--- config.mk ---
export PLATFORM = sky130hd
export DESIGN_NAME = mips_fetch_stage
export DESIGN_NICKNAME = d
export VERILOG_FILES = /design/src/rtl/mips_pkg.sv /design/src/rtl/mips_if_id_reg.sv /design/src/rtl/mips_fetch_stage.sv
export SDC_FILE = /design/constraint.sdc
export NUM_CORES = 1
export LEC_CHECK = 0
export BUFFER_PORTS_ARGS = -buffer_cell sky130_fd_sc_hd__buf_2
export CAP_MARGIN = 20
export CELL_PAD_IN_SITES_DETAIL_PLACEMENT = 0
export CELL_PAD_IN_SITES_GLOBAL_PLACEMENT = 1
export CORE_MARGIN = 3
export CORE_UTILIZATION = 40
export DETAILED_ROUTE_END_ITERATION = 10
export GPL_TIMING_DRIVEN = 0
export PLACE_DENSITY = 0.8
export SLEW_MARGIN = 15
export SYNTH_ARGS = -nofsm -noshare
export SYNTH_HDL_FRONTEND = slang
export SYNTH_HIERARCHICAL = 1
export SYNTH_SLANG_ARGS = --single-unit
--- constraint.sdc ---
create_clock -name clk -period 3 [get_ports clk]
set_input_delay 0.3 -clock clk [delete_from_list [all_inputs] [get_ports clk]]
set_output_delay 0.3 -clock clk [all_outputs]
set_load 0.02 [all_outputs]
--- src/rtl/mips_pkg.sv ---
// mips_pkg: shared types, defaults and PC helper for the mips_cpu_harvard fetch path.
package mips_pkg;
    typedef logic [31:0] word_t;
    typedef enum logic [1:0] {FS_RUN, FS_HALTED, FS_FAULT} fetch_state_t;
    localparam word_t RESET_VECTOR_DEF = 32'hBFC0_0000;
    localparam word_t HALT_ADDR_DEF    = 32'h0000_0000;
    localparam int    INSTR_BYTES      = 4;
    function automatic word_t next_pc(input word_t pc, input logic redirect, input word_t target);
        return redirect ? target : pc + word_t'(INSTR_BYTES);
    endfunction
endpackage

--- src/rtl/mips_if_id_reg.sv ---
// mips_if_id_reg: IF/ID pipeline register; load captures a fetched instruction, clear drops valid.
module mips_if_id_reg
    import mips_pkg::*;
(
    input  logic  clk,
    input  logic  reset,
    input  logic  i_load,
    input  logic  i_clear,
    input  word_t i_instr,
    input  word_t i_pc,
    output logic  o_valid,
    output word_t o_instr,
    output word_t o_pc
);
    logic  r_valid;
    word_t r_instr;
    word_t r_pc;
    always_ff @(posedge clk or negedge reset) begin
        if (!reset) begin
            r_valid <= 1'b0;
            r_instr <= '0;
            r_pc    <= '0;
        end else if (i_load) begin
            r_valid <= 1'b1;
            r_instr <= i_instr;
            r_pc    <= i_pc;
        end else if (i_clear) begin
            r_valid <= 1'b0;
        end
    end
    assign o_valid = r_valid;
    assign o_instr = r_instr;
    assign o_pc    = r_pc;
endmodule

--- src/rtl/mips_fetch_stage.sv ---
// mips_fetch_stage: PC, IF/ID register, delay-slot redirects and halt detection.
// Optional misaligned-fetch trap enabled by defining FETCH_ALIGN_CHECK_EN.
module mips_fetch_stage
    import mips_pkg::*;
#(
    parameter word_t RESET_VECTOR = RESET_VECTOR_DEF,
    parameter word_t HALT_ADDR    = HALT_ADDR_DEF
) (
    input  logic  clk,
    input  logic  reset,
    input  logic  clk_enable,
    input  logic  stall,
    input  logic  redirect_valid,
    input  word_t redirect_pc,
    output word_t instr_address,
    input  word_t instr_readdata,
    output logic  if_valid,
    output word_t if_instr,
    output word_t if_pc,
    output logic  fetch_done,
    output word_t fetch_count,
    output logic  fetch_fault
);
    fetch_state_t r_state, w_state_nxt;
    word_t r_pc;
    word_t r_count;
    logic  r_done;
    logic  w_run, w_halt, w_misalign, w_adv;

    assign w_run  = clk_enable && (r_state == FS_RUN);
    // Halt wins over stall so a stalled core fetching HALT_ADDR still terminates.
    assign w_halt = w_run && (r_pc == HALT_ADDR);
`ifdef FETCH_ALIGN_CHECK_EN
    logic r_fault;
    assign w_misalign = w_run && !w_halt && (r_pc[1:0] != 2'b00);
    always_ff @(posedge clk or negedge reset) begin
        if (!reset)
            r_fault <= 1'b0;
        else if (w_misalign)
            r_fault <= 1'b1;
    end
    assign fetch_fault = r_fault;
`else
    assign w_misalign  = 1'b0;
    assign fetch_fault = 1'b0;
`endif
    assign w_adv = w_run && !stall && !w_halt && !w_misalign;

    always_comb begin
        w_state_nxt = r_state;
        w_state_nxt = w_halt ? FS_HALTED : w_misalign ? FS_FAULT : r_state;
    end

    always_ff @(posedge clk or negedge reset) begin
        if (!reset)
            r_state <= FS_RUN;
        else
            r_state <= w_state_nxt;
    end

    // The delay slot at pc+4 is fetched on the same edge decode presents the redirect.
    always_ff @(posedge clk or negedge reset) begin
        if (!reset) begin
            r_pc    <= RESET_VECTOR;
            r_count <= '0;
            r_done  <= 1'b0;
        end else begin
            if (w_adv) begin
                r_pc    <= next_pc(r_pc, redirect_valid, redirect_pc);
                r_count <= r_count + 32'd1;
            end
            if (w_halt || w_misalign)
                r_done <= 1'b1;
        end
    end

    mips_if_id_reg u_if_id (
        .clk     (clk),
        .reset   (reset),
        .i_load  (w_adv),
        .i_clear (w_halt || w_misalign),
        .i_instr (instr_readdata),
        .i_pc    (r_pc),
        .o_valid (if_valid),
        .o_instr (if_instr),
        .o_pc    (if_pc)
    );

    assign instr_address = r_pc;
    assign fetch_done    = r_done;
    assign fetch_count   = r_count;
endmodule
==> results by group <==
Run status
  – Run status: finished clean

Synthesis
  – Top FF cell, synth: sky130_fd_sc_hd__dfrtp_1
  – Ys Warns: 6
  – Synth async-reset ratio: 1.000
  – Mean post-synth cell area: 11.57 um2
  – Xor/xnor share of the synthesized area: 0.04257
  – Compound-cell area share of the yosys netlist: 0.09908
  – Post-synth cell types: 65
  – Main combinational cell family by area after synthesis: multiplexers
  – Synth Register Bits: 130
  – Post-synth EDFFs: 0
  – Top-area cell type share of the netlist area: 0.4748
  – Mapped cell area: 6377 um2
  – Post-Syn Nets: 623
  – Fraction of the mapped netlist area in simple logic gates: 0.1481
  – Seq/Total Area, Yosys: 0.5119
  – Post-Synthesis Cells: 551
  – Share of cell area taken by muxes after synthesis: 0.1548
  – Cell types occupying the most area after synthesis: sky130_fd_sc_hd__dfrtp_1 47%, sky130_fd_sc_hd__mux2_4 12%, sky130_fd_sc_hd__dfstp_2 3.7%
  – Post-synth top area cell: sky130_fd_sc_hd__dfrtp_1
  – Adder-Cell Fraction of Synth Area: 0.005886

Route
  – DRC violation count after routing: 0
  – Number of vias per cell: 5.451
  – DRT iter0 DRCs: 468
  – Via count: 5413
  – Number of detailed-routing iterations run before antenna repair: 5
  – Per-cell routed wire length: 18.79 um
  – Post-route antenna net violation count: 0
  – Routed WL: 18660 um

Cells and area
  – Share of layout cells above drive strength 1: 0.4335
  – Final core utilization: 0.5371
  – Layout Area Growth over Synthesis: 29.94%
  – Number of nets in the final layout: 841
  – Antenna diode instance count: 0

Power
  – Clock group share of total power: 0.359
  – IR Drop Worst-Case VDD: 0.4764 mV
  – Overall power after layout: 5.758 mW
  – Leakage power summed over all cells: 3.920 nW
  – Power density cells: 694.9 nW/um2
  – Power share of the combinational group: 0.239
  – Internal power consumption: 3.909 mW
  – Fraction of power consumed by sequential logic: 0.402
  – Switching Fraction: 0.3212
  – Net switching power: 1.849 mW

Setup path
  – Critical path class: flop to flop
  – Length in cells of the worst reg-to-reg path: 7
  – Cell with the largest stage delay on the worst path: sky130_fd_sc_hd__nor4_1
  – CP Launch Point: instr_address[19]$_DFFE_PN0P_
  – Internal reg-to-reg setup slack: 0.29 ns
  – Cells along the critical path: nor4_1 > nand3b_1 > o31ai_4 > buf_4 > clkbuf_1 > o21ai_0 > o21ai_0
  – Critical path endpoint category: flop
  – Data required time of the worst path: 3.34 ns
  – Terminus of the critical flop-to-flop path: instr_address[7]$_DFFE_PN0P_
  – Worst setup path endpoint: instr_address[7]$_DFFE_PN0P_
  – Dominant cell type by count on the critical path: sky130_fd_sc_hd__o21ai_0
  – Worst setup SP type: flop
  – Startpoint of the lowest-slack register-to-register path: instr_address[19]$_DFFE_PN0P_
  – Arrival time worst endpoint: 3.04 ns
  – Delay of the slowest cell on the worst path: 0.57 ns
  – Biggest fanout along the worst timing path: 10

Job
  – Count of maximum capacitance violations: 0

Placement
  – Routability-driven placement congestion ratio: 0.8973
  – Count of buffers from port buffering: 197
  – Total half-perimeter wirelength after legalization and detailed placement: 13480 um

STA
  – Final Critical Period: 2.706 ns
  – Setup violation total in the final timing report: 0
  – Remaining max-slew budget at the tightest pin: 0.5016
  – F_max: 0.3696 GHz
  – Worst-margin pin slew: 0.7449 ns
  – Setup Total Neg Slack: 0 ns
  – Largest clock skew in the final design: 0.01288 ns
  – Final-report hold violation count: 0
  – Total count of max-transition violations in the final report: 0
  – Final period util: 0.9020
  – Setup repair after global routing missed its margin: no

Floorplanning
  – Boundary pin count: 200
  – Die W: 132.3 um
  – Count of standard-cell rows: 45
  – Starting density of the core: 0.4134
  – Die Outline Area: 17490 um2
  – Die H: 132.3 um
  – Core area: 15430 um2

GRT
  – Remaining global-route overflow: 0
  – Total global routing track utilization: 0.2141
  – Largest net degree at the start of global routing: 85
  – Number of antenna violations at the first check in global routing: 0
  – Vias in the first global route: 5482
  – First-pass GRT wire length: 29820 um

Hold path
  – Path category of the worst min-delay check: input port to flop

Clocking
  – CTS tree: done
  – Maximum clock insertion buffer count: 2
  – Clock root buffer: sky130_fd_sc_hd__clkbuf_16
  – Maximum level of the CTS H-tree: 4
  – Number of sinks handled by clock tree synthesis: 130
  – Number of buffers added by the clock tree synthesis step: 17
  – Clock transition at the registers of the reported paths: 0.06 ns
  – Worst-Skew Late Latency: 0.42 ns
## registers in the layout, indices dropped and copies added (netlist names)
signal,flops
fetch_count,32
instr_address,32
u_if_id/o_instr,32
u_if_id/o_pc,32
fetch_done,1
u_if_id/o_valid,1
## layout by cell type (no fill, tap or decap), types with 4 or more instances in the layout
cell / instances
sky130_fd_sc_hd__a2bb2oi_1: 4
sky130_fd_sc_hd__buf_2: 202
sky130_fd_sc_hd__dfrtp_1: 121
sky130_fd_sc_hd__o21ai_0: 26
sky130_fd_sc_hd__nand2_1: 38
sky130_fd_sc_hd__a31oi_1: 5
sky130_fd_sc_hd__clkbuf_1: 20
sky130_fd_sc_hd__a211oi_1: 5
sky130_fd_sc_hd__clkinv_4: 4
sky130_fd_sc_hd__nand4_1: 23
sky130_fd_sc_hd__xor2_1: 17
sky130_fd_sc_hd__nor2_1: 26
sky130_fd_sc_hd__nor4_1: 11
sky130_fd_sc_hd__and3_1: 8
sky130_fd_sc_hd__nand3_1: 25
sky130_fd_sc_hd__mux2_4: 49
sky130_fd_sc_hd__a21oi_1: 22
sky130_fd_sc_hd__mux2_2: 17
sky130_fd_sc_hd__mux2i_1: 6
sky130_fd_sc_hd__inv_1: 11
sky130_fd_sc_hd__buf_6: 8
sky130_fd_sc_hd__clkbuf_16: 17
sky130_fd_sc_hd__nor3_1: 18
sky130_fd_sc_hd__dfstp_2: 9
sky130_fd_sc_hd__xnor2_1: 14
## power groups by stage
stage,registers (mW),clock network [mW],logic [mW]
floorplan,2.63,0,0.527
global placement,2.32,0,1.36
detailed placement,2.34,0,1.38
CTS,2.31,2.12,1.39
global route,2.36,2.19,1.48
finish,2.32,2.07,1.38
## kinds of logic (layout without fill, tap and decap cells)
family                     count (synthesis)  count (layout)
AOI/OAI and AO/OA                         93              93
and+or+nand+nor                          175             175
muxes                                     72              72
adders and majority gates                  3               3
buffers and inverters                     46             277
other                                      1               1
DFF                                      130             130
xor gates and xnor gates                  31              31
## layout make-up
class                           count  area [um2]
Tap cell                          211       264.0
Clock buffer                       21       470.5
Buffer                             33       187.7
Sequential cell                   130        3264
Timing Repair Buffer              200        1037
Fill cell                        1445        7141
Inverter                           12       45.04
Clock inverter                     11       128.9
Multi-Input combinational cell    375        2889
## synth_stat cells, types with 6 or more instances
master,count
sky130_fd_sc_hd__nor4_1,12
sky130_fd_sc_hd__nand4_1,23
sky130_fd_sc_hd__dfstp_2,9
sky130_fd_sc_hd__clkbuf_1,20
sky130_fd_sc_hd__nand3_1,25
sky130_fd_sc_hd__a21oi_1,22
sky130_fd_sc_hd__buf_6,7
sky130_fd_sc_hd__buf_2,6
sky130_fd_sc_hd__nor3_1,18
sky130_fd_sc_hd__mux2_2,17
sky130_fd_sc_hd__mux2_4,49
sky130_fd_sc_hd__inv_1,11
sky130_fd_sc_hd__nor2_1,26
sky130_fd_sc_hd__and3_1,8
sky130_fd_sc_hd__mux2i_1,6
sky130_fd_sc_hd__o21ai_0,26
sky130_fd_sc_hd__nand2_1,38
sky130_fd_sc_hd__xor2_1,17
sky130_fd_sc_hd__xnor2_1,14
sky130_fd_sc_hd__dfrtp_1,121
## metal layers
metal  track usage  vias to the layer above  share of wire
met5             0                        -              0
met4       0.07333                        0          0.018
met3       0.05344                       26          0.067
met2        0.3278                      230           0.47
met1        0.2983                     2697           0.45
li1              -                     2460              -
## how the worst min path moves through the flow
stage	start	endpoint	slack, ns	cells past startpoint
5_1_grt	redirect_pc[1]	instr_address[1]$_DFFE_PN0P_	0.1	2
3_5_place_dp	reset	u_if_id/o_pc[5]$_DFFE_PN0P_	0.26	1
4_1_cts	instr_readdata[21]	u_if_id/o_instr[21]$_DFFE_PN0P_	0.09	2
3_3_place_gp	fetch_count[31]$_DFFE_PN0P_	fetch_count[31]$_DFFE_PN0P_	0.46	1
6_report	redirect_pc[1]	instr_address[1]$_DFFE_PN0P_	0.11	2
2_1_floorplan	reset	fetch_count[0]$_DFFE_PN0P_	0.004	0
## through the flow
step	cells	setup slack (ns)	cell area (um2)	hold WS, ns
floorplan	551	0.4245	6377	0.004409
global placement	959	-0.2321	7627	0.4562
detailed placement	960	-0.2791	7661	0.2636
CTS	994	0.1581	8290	0.08892
global route	993	0.1317	8287	0.09560
finish	993	0.2940	8287	0.1112
## repair_timing
item                                   in CTS  in global routing
setup endpoints to repair                  65                 15
hold buffers                                1                  0
endpoints found under the hold margin      46                  0
gates resized for setup                     2                  0
pin swaps                                   1                  0
setup buffers                               1                  0
## worst max-delay path: cells and delay by family (launching register included)
family	cells	cell delay, ns
compound gates	3	0.63
flops	1	0.47
buf+inv	2	0.71
simple gates	2	0.82
Power figures use the tool's default switching activity.
